[config.mk]
export PLATFORM = sky130hd
export DESIGN_NAME = data_bus_adapter
export DESIGN_NICKNAME = d
export VERILOG_FILES = /design/src/rtl/data_bus_adapter_pkg.sv /design/src/rtl/byte_lane_unit.sv /design/src/rtl/data_bus_adapter.sv
export SDC_FILE = /design/constraint.sdc
export NUM_CORES = 1
export LEC_CHECK = 0
export ABC_CLOCK_PERIOD_IN_PS = 5000
export CORE_MARGIN = 2
export CORE_UTILIZATION = 46
export DETAILED_ROUTE_END_ITERATION = 8
export PLACE_DENSITY = 0.95
export SETUP_SLACK_MARGIN = 0.15
export SLEW_MARGIN = 20
export SYNTH_ARGS = -nofsm -noshare
export SYNTH_HDL_FRONTEND = slang
export SYNTH_SLANG_ARGS = --single-unit
[constraint.sdc]
create_clock -name iCLK -period 5 [get_ports iCLK]
set_input_delay 1 -clock iCLK [delete_from_list [all_inputs] [get_ports iCLK]]
set_output_delay 1 -clock iCLK [all_outputs]
set_load 0.03 [all_outputs]
[src/rtl/data_bus_adapter_pkg.sv]
// data_bus_adapter_pkg
// Shared definitions for the data bus adapter: controller state encoding,
// access size codes and the request legality check used in IDLE.
// No ports (package).

package data_bus_adapter_pkg;

  typedef enum logic [1:0] {
    ST_IDLE   = 2'b00,
    ST_ACCESS = 2'b01,
    ST_RESP   = 2'b10,
    ST_FAULT  = 2'b11
  } state_t;

  localparam logic [1:0] SZ_BYTE = 2'b00;
  localparam logic [1:0] SZ_HALF = 2'b01;
  localparam logic [1:0] SZ_WORD = 2'b10;
  localparam logic [1:0] SZ_RSVD = 2'b11;

  // A request is rejected when its size is reserved or its address is not
  // naturally aligned for that size. Bytes are always aligned.
  function automatic logic is_bad_request(input logic [1:0] size,
                                          input logic [1:0] addr_lo);
    logic bad;
    case (size)
      SZ_BYTE: bad = 1'b0;
      SZ_HALF: bad = addr_lo[0];
      SZ_WORD: bad = (addr_lo != 2'b00);
      default: bad = 1'b1;
    endcase
    return bad;
  endfunction

endpackage

[src/rtl/byte_lane_unit.sv]
// byte_lane_unit
// Purely combinational lane steering for the data bus adapter.
// Ports:
//   size        - access size code (SZ_BYTE/SZ_HALF/SZ_WORD)
//   signed_load - sign-extend byte/half load results
//   addr_lo     - low two address bits selecting the lane(s)
//   store_data  - right-aligned store data
//   bus_word    - raw 32-bit word read from the bus
//   byte_enable - little-endian lane enables (unqualified by state)
//   lane_data   - store data replicated across all lanes
//   load_data   - selected lane shifted to bit 0 and extended

module byte_lane_unit
  import data_bus_adapter_pkg::*;
(
  input  logic [1:0]  size,
  input  logic        signed_load,
  input  logic [1:0]  addr_lo,
  input  logic [31:0] store_data,
  input  logic [31:0] bus_word,
  output logic [3:0]  byte_enable,
  output logic [31:0] lane_data,
  output logic [31:0] load_data
);

  logic [7:0]  sel_byte;
  logic [15:0] sel_half;

  // Pick the addressed byte and halfword out of the bus word.
  always_comb begin
    sel_byte = bus_word[7:0];
    case (addr_lo)
      2'b00:   sel_byte = bus_word[7:0];
      2'b01:   sel_byte = bus_word[15:8];
      2'b10:   sel_byte = bus_word[23:16];
      default: sel_byte = bus_word[31:24];
    endcase
    sel_half = addr_lo[1] ? bus_word[31:16] : bus_word[15:0];
  end

  // Replicating store data means the bus slave only needs the enables to
  // know which lanes to write; word loads pass through unextended.
  always_comb begin
    byte_enable = 4'b0000;
    lane_data   = store_data;
    load_data   = bus_word;
    case (size)
      SZ_BYTE: begin
        byte_enable = 4'b0001 << addr_lo;
        lane_data   = {4{store_data[7:0]}};
        load_data   = {{24{signed_load & sel_byte[7]}}, sel_byte};
      end
      SZ_HALF: begin
        byte_enable = addr_lo[1] ? 4'b1100 : 4'b0011;
        lane_data   = {2{store_data[15:0]}};
        load_data   = {{16{signed_load & sel_half[15]}}, sel_half};
      end
      SZ_WORD: begin
        byte_enable = 4'b1111;
        lane_data   = store_data;
        load_data   = bus_word;
      end
      default: begin
        byte_enable = 4'b0000;
      end
    endcase
  end

endmodule

[src/rtl/data_bus_adapter.sv]
// data_bus_adapter
// Turns a single datapath load/store request into a fixed-latency word bus
// access with lane enables, replicated store data and extended load data.
// Ports:
//   iCLK, iRST            - clock, synchronous active-low reset
//   iReq, iWrite, iSize,
//   iSigned, iAddress,
//   iWriteData            - request from the datapath, sampled only in IDLE
//   oBusy, oDone, oFault  - status back to the datapath
//   oReadData             - extended load result, held until the next load
//   DwReadEnable,
//   DwWriteEnable,
//   DwByteEnable,
//   DwAddress,
//   DwWriteData           - bus strobes, lanes, word address and data
//   DwReadData            - bus read word

module data_bus_adapter
  import data_bus_adapter_pkg::*;
#(
  parameter int WAIT_STATES = 1
) (
  input  logic        iCLK,
  input  logic        iRST,
  input  logic        iReq,
  input  logic        iWrite,
  input  logic [1:0]  iSize,
  input  logic        iSigned,
  input  logic [31:0] iAddress,
  input  logic [31:0] iWriteData,
  output logic        oBusy,
  output logic        oDone,
  output logic        oFault,
  output logic [31:0] oReadData,
  output logic        DwReadEnable,
  output logic        DwWriteEnable,
  output logic [3:0]  DwByteEnable,
  output logic [31:0] DwAddress,
  output logic [31:0] DwWriteData,
  input  logic [31:0] DwReadData
);

  localparam logic [3:0] WAIT_INIT = 4'(WAIT_STATES);

  state_t      state, state_next;
  logic [3:0]  wait_count;
  logic [31:0] addr_q;
  logic [31:0] wdata_q;
  logic [1:0]  size_q;
  logic        signed_q;
  logic        write_q;

  logic [3:0]  lane_be;
  logic [31:0] lane_wdata;
  logic [31:0] lane_rdata;
  logic        bad_req;
  logic        accept;
  logic        last_beat;

  assign bad_req   = is_bad_request(iSize, iAddress[1:0]);
  assign accept    = (state == ST_IDLE) && iReq && !bad_req;
  assign last_beat = (state == ST_ACCESS) && (wait_count == 4'd0);

  byte_lane_unit u_lanes (
    .size        (size_q),
    .signed_load (signed_q),
    .addr_lo     (addr_q[1:0]),
    .store_data  (wdata_q),
    .bus_word    (DwReadData),
    .byte_enable (lane_be),
    .lane_data   (lane_wdata),
    .load_data   (lane_rdata)
  );

  // State register.
  always_ff @(posedge iCLK) begin
    if (!iRST) begin
      state <= ST_IDLE;
    end else begin
      state <= state_next;
    end
  end

  // Next state: rejected requests take a one-cycle detour through FAULT so
  // the datapath still sees oBusy and never any bus strobe.
  always_comb begin
    state_next = state;
    case (state)
      ST_IDLE: begin
        if (iReq) begin
          state_next = bad_req ? ST_FAULT : ST_ACCESS;
        end
      end
      ST_ACCESS: begin
        if (wait_count == 4'd0) begin
          state_next = ST_RESP;
        end
      end
      ST_RESP:  state_next = ST_IDLE;
      ST_FAULT: state_next = ST_IDLE;
      default:  state_next = ST_IDLE;
    endcase
  end

  // Request capture, wait counting and load result. The request is frozen
  // at acceptance so the datapath may change its inputs while we are busy.
  always_ff @(posedge iCLK) begin
    if (!iRST) begin
      wait_count <= 4'd0;
      addr_q     <= 32'h0;
      wdata_q    <= 32'h0;
      size_q     <= SZ_BYTE;
      signed_q   <= 1'b0;
      write_q    <= 1'b0;
      oReadData  <= 32'h0;
    end else begin
      if (accept) begin
        addr_q     <= iAddress;
        wdata_q    <= iWriteData;
        size_q     <= iSize;
        signed_q   <= iSigned;
        write_q    <= iWrite;
        wait_count <= WAIT_INIT;
      end else if ((state == ST_ACCESS) && (wait_count != 4'd0)) begin
        wait_count <= wait_count - 4'd1;
      end
      if (last_beat && !write_q) begin
        oReadData <= lane_rdata;
      end
    end
  end

  // Outputs decode straight from the registered state.
  always_comb begin
    oBusy         = (state != ST_IDLE);
    oDone         = (state == ST_RESP);
    oFault        = (state == ST_FAULT);
    DwReadEnable  = (state == ST_ACCESS) && !write_q;
    DwWriteEnable = (state == ST_ACCESS) && write_q;
    DwByteEnable  = (state == ST_ACCESS) ? lane_be : 4'b0000;
    DwAddress     = {addr_q[31:2], 2'b00};
    DwWriteData   = lane_wdata;
  end

endmodule

==> results.cfg, run 1 <==
[outcome]
status = complete, no violations

[clocking]
clk_pin_slew_ns = 0.10
cts_resized = 0
hold_buffers = 0
numCtsBuffers = 9
cts.sinks = 106
cts_root_buf = clkbuf_8
worstSkewPairLatency_ns = 0.36
cts_tree = done
cts_setup_buffers = 0
cts_buffer_depth = 2
htreeDepth = 3

[sta]
fmax_ghz = 0.2467
final.setup.tns_ns = 0
period_share_pct = 81.08
holdWs_ns = 0.4586
rsz0062_at_grt = false
final-setup-viol-count = 0
maxSlewHeadroom_pct = 31.17
period_needed_ns = 4.054
worstMarginPinSlew_ns = 1.032
skew_ns = 0.008110
fin_ws_ns = 0.9461
finalHoldViolations = 0
slew_viol_final = 0

[grt]
grt_pass1_vias = 4858
grt_pass1_wl_um = 23010
grt-ovfl-total = 0
grt_max_degree = 65
antenna_found_initial = 0
grt_usage_pct = 25.21

[place]
post-place-ws_ns = 1.352
numPortBuffers = 205
gp_congestion = 0.9517
dp_hpwl_um = 11020

[routing]
vias_per_cell = 5.478
wl_per_cell_um = 16.74
first_pass_iters = 7
vias = 4897
dr.first_iter.drc_count = 258
postRouteAntennaNets = 0
drc = 0
totalWireLength_um = 14960

[finish]
fill_cells = 787
drive_gt1_share_pct = 7.388
final_common_cell = clkdlybuf4s50_1
final_cell_mix = clkdlybuf4s50_1, nand2_1, a21oi_1
syn_to_final_growth_pct = 40.48
nNetsFinal = 857
seqCellArea_sq_um = 2123
antenna_cells = 0
multi_input_area_sq_um = 2306

[synth]
synth_top_cell_by_area = dfxtp_1
syn-mean-instance-area_sq_um = 8.001
synthDominantCellAreaShare_pct = 43.27
synthArstFlopShare_pct = 0
yosys_warnings = 0
ys_types = 47
ys_top_cells_by_area = dfxtp_1, nand2_1, a21oi_1, buf_4, mux2_2
postSynthRegisterBits = 106
synthesis.area_sq_um = 4905
ys_seq_area_share_pct = 43.27
synth_edf_count = 0
syn_inst = 613
synthFlopType = dfxtp_1

[die]
fp-row-count = 37
initial_core_util_pct = 47.51
die_y_um = 107.3
core_area_sq_um = 10320
boundaryPins = 208
die_area_sq_um = 11500
die_w_um = 107.3

[setup_path]
r2r_start = size_q[1]
endpoint_kind = output pin
crit_fanout = 17
reg2reg_slack_ns = 2.59
crit_start = addr_q[1]
crit_type = flop to output pin
worst_ep_required_time_ns = 4.00
start_kind = flop
critical_path_arrival_ns = 3.05

[pwr]
power.total_uw = 1976
power-per-cell-area_nw_per_um2 = 286.8
p_leak_uw = 0.002376
peakVddDrop_v = 0.0001692

[job]
cap_viol_max_count = 0

[min_path]
hold_start = wdata_q[17]
hp-class = flop to flop
[registers in the layout, indices dropped and copies added (netlist names)]
| register | cells |
|---|---|
| addr_q | 32 |
| oReadData | 32 |
| wdata_q | 32 |
| wait_count | 4 |
| size_q | 2 |
| state | 2 |
| signed_q | 1 |
| write_q | 1 |
[worst max-delay path, cell delays in order, from the launching register on]
cell	delay (ns)
dfxtp_1	0.73
clkinv_1	0.42
nor3_2	0.55
inv_1	0.10
a21oi_1	0.19
clkdlybuf4s50_1	0.70
[kinds of logic after synthesis]
group / after synthesis / share of synthesized area (%)
and+or+nand+nor: 200 / 16.96
AOI/OAI and AO/OA: 178 / 20.94
DFF: 106 / 43.27
buffers and inverters: 89 / 10.18
muxes: 36 / 7.959
xor gates and xnor gates: 2 / 0.3572
adders and majority gates: 1 / 0.2551
other: 1 / 0.07646
[routing by layer]
| metal | track usage, % | vias to the layer above | share of wire (%) |
|---|---|---|---|
| met5 | 0 | - | 0 |
| met4 | 12.99 | 0 | 3.5 |
| met3 | 7.446 | 42 | 11 |
| met2 | 43.54 | 278 | 48 |
| met1 | 27.96 | 2259 | 38 |
| li1 | - | 2318 | - |
[through the flow]
stage	cell area, sq um	utilization [%]	std cells
CTS	6875	66.60	893
global placement	6711	65.01	877
floorplan	4908	-	614
finish	6890	66.74	894
detailed placement	6711	65.01	877
global route	6890	66.74	894
[cell type report]
cell class | count | share of cell area [%]
well taps | 136 | 2.470
inverters | 6 | 0.3269
clock inverters | 4 | 0.4177
repair buffers | 211 | 30.54
multi-input cells | 419 | 33.47
flip-flops and latches | 106 | 30.82
clock buffers | 12 | 1.961
[report_power, final]
part           total [uW]  internal, uW  switching (uW)
Combinational         553           250             303
Clock                 470           182             288
Sequential            953           904            49.4
[Yosys cell counts (2+ instances only)]
cell type    n
nand2b_1     3
buf_1        3
clkbuf_1    33
a222oi_1     7
o21ai_0     40
o21ai_1      2
buf_4       40
nor3_1       3
buf_2        5
dfxtp_1    106
inv_1        4
a21oi_1    107
a22o_1       7
and2_1       3
a22oi_1      7
mux2i_1     12
nor2_1       9
mux2_2      24
nand2_1    165
a31oi_4      2
nor2b_1      4
nor3_2       2
[final timing paths]
check | endpoint | cells past startpoint
max reg2reg | oReadData[1] | 4
min | wdata_q[17] | 2
min reg2reg | wdata_q[17] | 2
max | DwByteEnable[2] | 5
No activity file was read; power rests on OpenSTA's default activity.
==> run 2, diff against run 1 <==
- ABC_CLOCK_PERIOD_IN_PS: 5000 -> 3700
- CORE_UTILIZATION: 46 -> 39
- PLACE_DENSITY: 0.95 -> 0.87
- clock period: 5 -> 3.7 ns (I/O delays scaled with it)
==> run 2 against run 1 <==
Compared with the run above:
- first-iteration DRC count increased by 46%
- cell count increased by 4.4%
- global-route usage decreased by 3.1 points
- largest power group unchanged
- clock skew decreased by 0.0015 ns
- hold slack got worse by 0.0054 ns
- critical path depth increased by 1
- register-to-register slack got worse by 1.0 ns
- wire length decreased by 1.6%
==> results.cfg, run 2 (synthesis results as in run 1) <==
[outcome]
status = complete, no violations

[clocking]
cts_resized = 0
worstSkewPairLatency_ns = 0.35
htreeDepth = 3
numCtsBuffers = 9
hold_buffers = 0
clk_pin_slew_ns = 0.07
cts_root_buf = clkbuf_16
cts_tree = done
cts_buffer_depth = 2
cts_setup_buffers = 0
cts.sinks = 106

[routing]
totalWireLength_um = 14720
drc = 0
postRouteAntennaNets = 0
vias = 4797
dr.first_iter.drc_count = 377
vias_per_cell = 5.141
wl_per_cell_um = 15.78
first_pass_iters = 5

[sta]
rsz0062_at_grt = false
period_needed_ns = 3.346
fmax_ghz = 0.2989
finalHoldViolations = 0
skew_ns = 0.006587
worstMarginPinSlew_ns = 0.7634
slew_viol_final = 0
final.setup.tns_ns = 0
maxSlewHeadroom_pct = 48.91
period_share_pct = 90.44
fin_ws_ns = 0.3538
final-setup-viol-count = 0
holdWs_ns = 0.4532

[finish]
syn_to_final_growth_pct = 45.33
final_common_cell = clkdlybuf4s50_1
drive_gt1_share_pct = 8.627
top_regs = addr_q: 32 flops, oReadData: 32 flops, wdata_q: 32 flops
antenna_cells = 0
nNetsFinal = 864
final_cell_mix = clkdlybuf4s50_1, nand2_1, a21oi_1
fill_cells = 1049

[place]
gp_congestion = 0.8635
numPortBuffers = 205
post-place-ws_ns = 0.7489
dp_hpwl_um = 10560

[pwr]
p_leak_uw = 0.002487
power-per-cell-area_nw_per_um2 = 423.9
peakVddDrop_v = 0.0002574

[setup_path]
crit_type = flop to output pin
critical_path_arrival_ns = 2.61
worst_ep_required_time_ns = 2.96
start_kind = flop
endpoint_kind = output pin
crit_fanout = 10

[job]
cap_viol_max_count = 0

[die]
core_area_sq_um = 12160
boundaryPins = 208
fp-row-count = 40
die_y_um = 116.1
die_area_sq_um = 13490
initial_core_util_pct = 40.33
die_w_um = 116.1

[grt]
grt_pass1_vias = 4742
grt_usage_pct = 22.16
grt-ovfl-total = 0
grt_max_degree = 41
antenna_found_initial = 0
grt_pass1_wl_um = 23500

[min_path]
hp-class = flop to flop
run 2: cell types whose count changed in the layout (fill, tap and decap cells not counted):
cell        previous run  this run
clkbuf_16              0         9
clkbuf_8               9         1
buf_4                  5        12
clkbuf_1               3         0
buf_12                 0         1
buf_8                  1         0
bufinv_16              0         1
clkinv_2               1         2
clkinvlp_4             2         1
inv_6                  0         1
run 2: power breakdown:
part / internal [uW] / total, uW / switching, uW
Sequential: 1220 / 1280 / 59.4
Clock: 545 / 986 / 441
Combinational: 343 / 755 / 412
run 2: stage by stage:
| stage | utilization, % | cell area (sq um) | cells | total power [uW] |
|---|---|---|---|---|
| 2_1_floorplan | - | 4908 | 614 | 1735 |
| 3_3_place_gp | 56.11 | 6824 | 917 | 2049 |
| 3_5_place_dp | 56.11 | 6824 | 917 | 2061 |
| 4_1_cts | 58.61 | 7128 | 933 | 3042 |
| 5_1_grt | 58.61 | 7128 | 933 | 3149 |
| 6_report | 58.61 | 7128 | 933 | 3022 |
run 2: critical path, cell delays in order (launching register included):
cell	delay, ns
dfxtp_1	0.55
clkinv_1	0.35
nor3_2	0.22
buf_4	0.19
inv_1	0.05
a21oi_1	0.19
clkdlybuf4s50_1	0.71
run 2: metal layers:
metal	up-vias	wire, um	global-route usage (%)
li1	2343	-	-
met1	2214	6133	26.58
met2	221	6978	37.08
met3	19	1366	7.006
met4	0	244	8.810
met5	-	0	0
run 2: final timing paths:
path / start / endpoint / slack (ns) / cells after the start
setup / recovery: addr_q[1] / DwByteEnable[2] / 0.35 / 6
hold / removal: wdata_q[26] / wdata_q[26] / 0.45 / 2
setup reg to reg: wait_count[0] / oReadData[30] / 1.57 / 6
hold reg to reg: wdata_q[26] / wdata_q[26] / 0.45 / 2
run 2: final cells by class:
class / count / area (sq um) / share of cell area (%)
multi-input cells: 419 / 2306 / 32.35
repair buffers: 218 / 2162 / 30.33
flip-flops and latches: 106 / 2123 / 29.79
clock buffers: 10 / 239.0 / 3.353
well taps: 168 / 210.2 / 2.949
clock inverters: 6 / 65.06 / 0.9128
inverters: 6 / 22.52 / 0.3160
==> run 3, diff against run 2 <==
- CORE_MARGIN: 2 -> 4
- SKIP_LAST_GASP: unset -> 1
==> run 3 against run 2 <==
Compared with the run above:
- via count fell by 0.69%
- total power fell by 3.9%
- critical path depth fell by 2
- critical path type unchanged
- critical endpoint is now DwByteEnable[3]
- highest routed layer is now met5
==> results.cfg, run 3 (synthesis results as in run 1) <==
[clocking]
cts_tree = done
cts_root_buf = clkbuf_16
cts_buffer_depth = 2
cts.sinks = 106
hold_buffers = 0
worstSkewPairLatency_ns = 0.35
numCtsBuffers = 9
clk_pin_slew_ns = 0.06
htreeDepth = 3
cts_resized = 0
cts_setup_buffers = 0

[sta]
final.setup.tns_ns = 0
skew_ns = 0.008035
period_needed_ns = 3.255
fin_ws_ns = 0.4445
maxSlewHeadroom_pct = 48.63
period_share_pct = 87.99
rsz0062_at_grt = false
fmax_ghz = 0.3072
slew_viol_final = 0
finalHoldViolations = 0
worstMarginPinSlew_ns = 0.7694
final-setup-viol-count = 0

[grt]
antenna_found_initial = 2
grt_pass1_wl_um = 23030
grt-ovfl-total = 0
grt_usage_pct = 20.11
grt_max_degree = 62
grt_pass1_vias = 4519

[routing]
totalWireLength_um = 14920
wl_per_cell_um = 16.09
dr.first_iter.drc_count = 498
vias_per_cell = 5.139
drc = 0
postRouteAntennaNets = 0
first_pass_iters = 7
vias = 4764

[place]
dp_hpwl_um = 10850
gp_congestion = 0.9093
numPortBuffers = 205
post-place-ws_ns = 0.7291
dpl_cell_area_sq_um = 6807

[die]
boundaryPins = 208
die_y_um = 120.1
initial_core_util_pct = 40.33
die_w_um = 120.1
die_area_sq_um = 14430
core_area_sq_um = 12160
fp-row-count = 40

[pwr]
power.total_uw = 2905
p_leak_uw = 0.002451
power-per-cell-area_nw_per_um2 = 410.8
peakVddDrop_v = 0.0002069

[setup_path]
crit_fanout = 10
cp_cell_sequence = nor2b_1 -> o21ai_0 -> a21oi_1 -> clkdlybuf4s50_1
worst_ep_required_time_ns = 2.96
cpLargestDelayFamily = buffers and inverters
start_kind = flop
max_stage_delay_ns = 0.70
endpoint_kind = output pin
crit_type = flop to output pin
slowest_stage = clkdlybuf4s50_1
cp_num_buf_inv = 1
critical_path_arrival_ns = 2.52

[outcome]
status = complete, no violations

[finish]
final_area_sq_um = 7071
final_cell_mix = clkdlybuf4s50_1, nand2_1, a21oi_1
top_regs = addr_q: 32 flops, oReadData: 32 flops, wdata_q: 32 flops
utilization_pct = 58.14
syn_to_final_growth_pct = 44.16
drive_gt1_share_pct = 7.905
final_common_cell = clkdlybuf4s50_1
antenna_cells = 0
nNetsFinal = 860
fill_cells = 1099

[job]
cap_viol_max_count = 0

[min_path]
hp-class = flop to flop
## run 3: area by class of cell
class	count	area [sq um]	share of cell area, %
Multi-Input combinational cell	419	2310	32.67
Tap cell	168	210.2	2.973
Inverter	6	22.52	0.3185
Clock inverter	3	17.52	0.2477
Clock buffer	11	242.7	3.433
Timing Repair Buffer	214	2145	30.33
Sequential cell	106	2123	30.03
## run 3: path summary, 6_finish.rpt
check                startpoint               to  slack (ns)  cells after the start
setup / recovery      addr_q[1]  DwByteEnable[3]        0.44                      4
hold / removal       addr_q[15]       addr_q[15]        0.45                      2
setup reg to reg  wait_count[0]    oReadData[15]        1.45                      7
hold reg to reg      addr_q[15]       addr_q[15]        0.45                      2
## run 3: routing by layer
metal / vias up / part of all wire [%] / routed length, um / track usage, %
li1: 2324 / - / - / -
met1: 2184 / 40 / 5918 / 22.89
met3: 27 / 11 / 1677 / 9.802
met2: 225 / 47 / 6993 / 32.81
met4: 4 / 2.0 / 301 / 7.015
met5: - / 0.16 / 24 / 0
## run 3: power by group
part | switching [uW] | internal [uW] | total [uW]
combinational | 410 | 342 | 752
sequential | 59.5 | 1220 | 1280
clock | 406 | 465 | 871
## run 3: metrics by stage
stage,hold slack (ns),std cells
after detailed placement,0.4460,913
after floorplan,0.4329,614
after global placement,0.4402,913
after global routing,0.4669,927
after CTS,0.4547,927
final,0.4513,927
## run 3: worst register-to-register path: cells and delay by family (launching register included)
| family | cells | cell delay [ns] |
|---|---|---|
| buffers and inverters | 2 | 0.41 |
| adder cells (fa/ha/maj) | 1 | 0.17 |
| AND/OR/NAND/NOR | 3 | 0.99 |
| flip-flops | 1 | 0.33 |
| AO/OA/AOI/OAI | 1 | 0.26 |
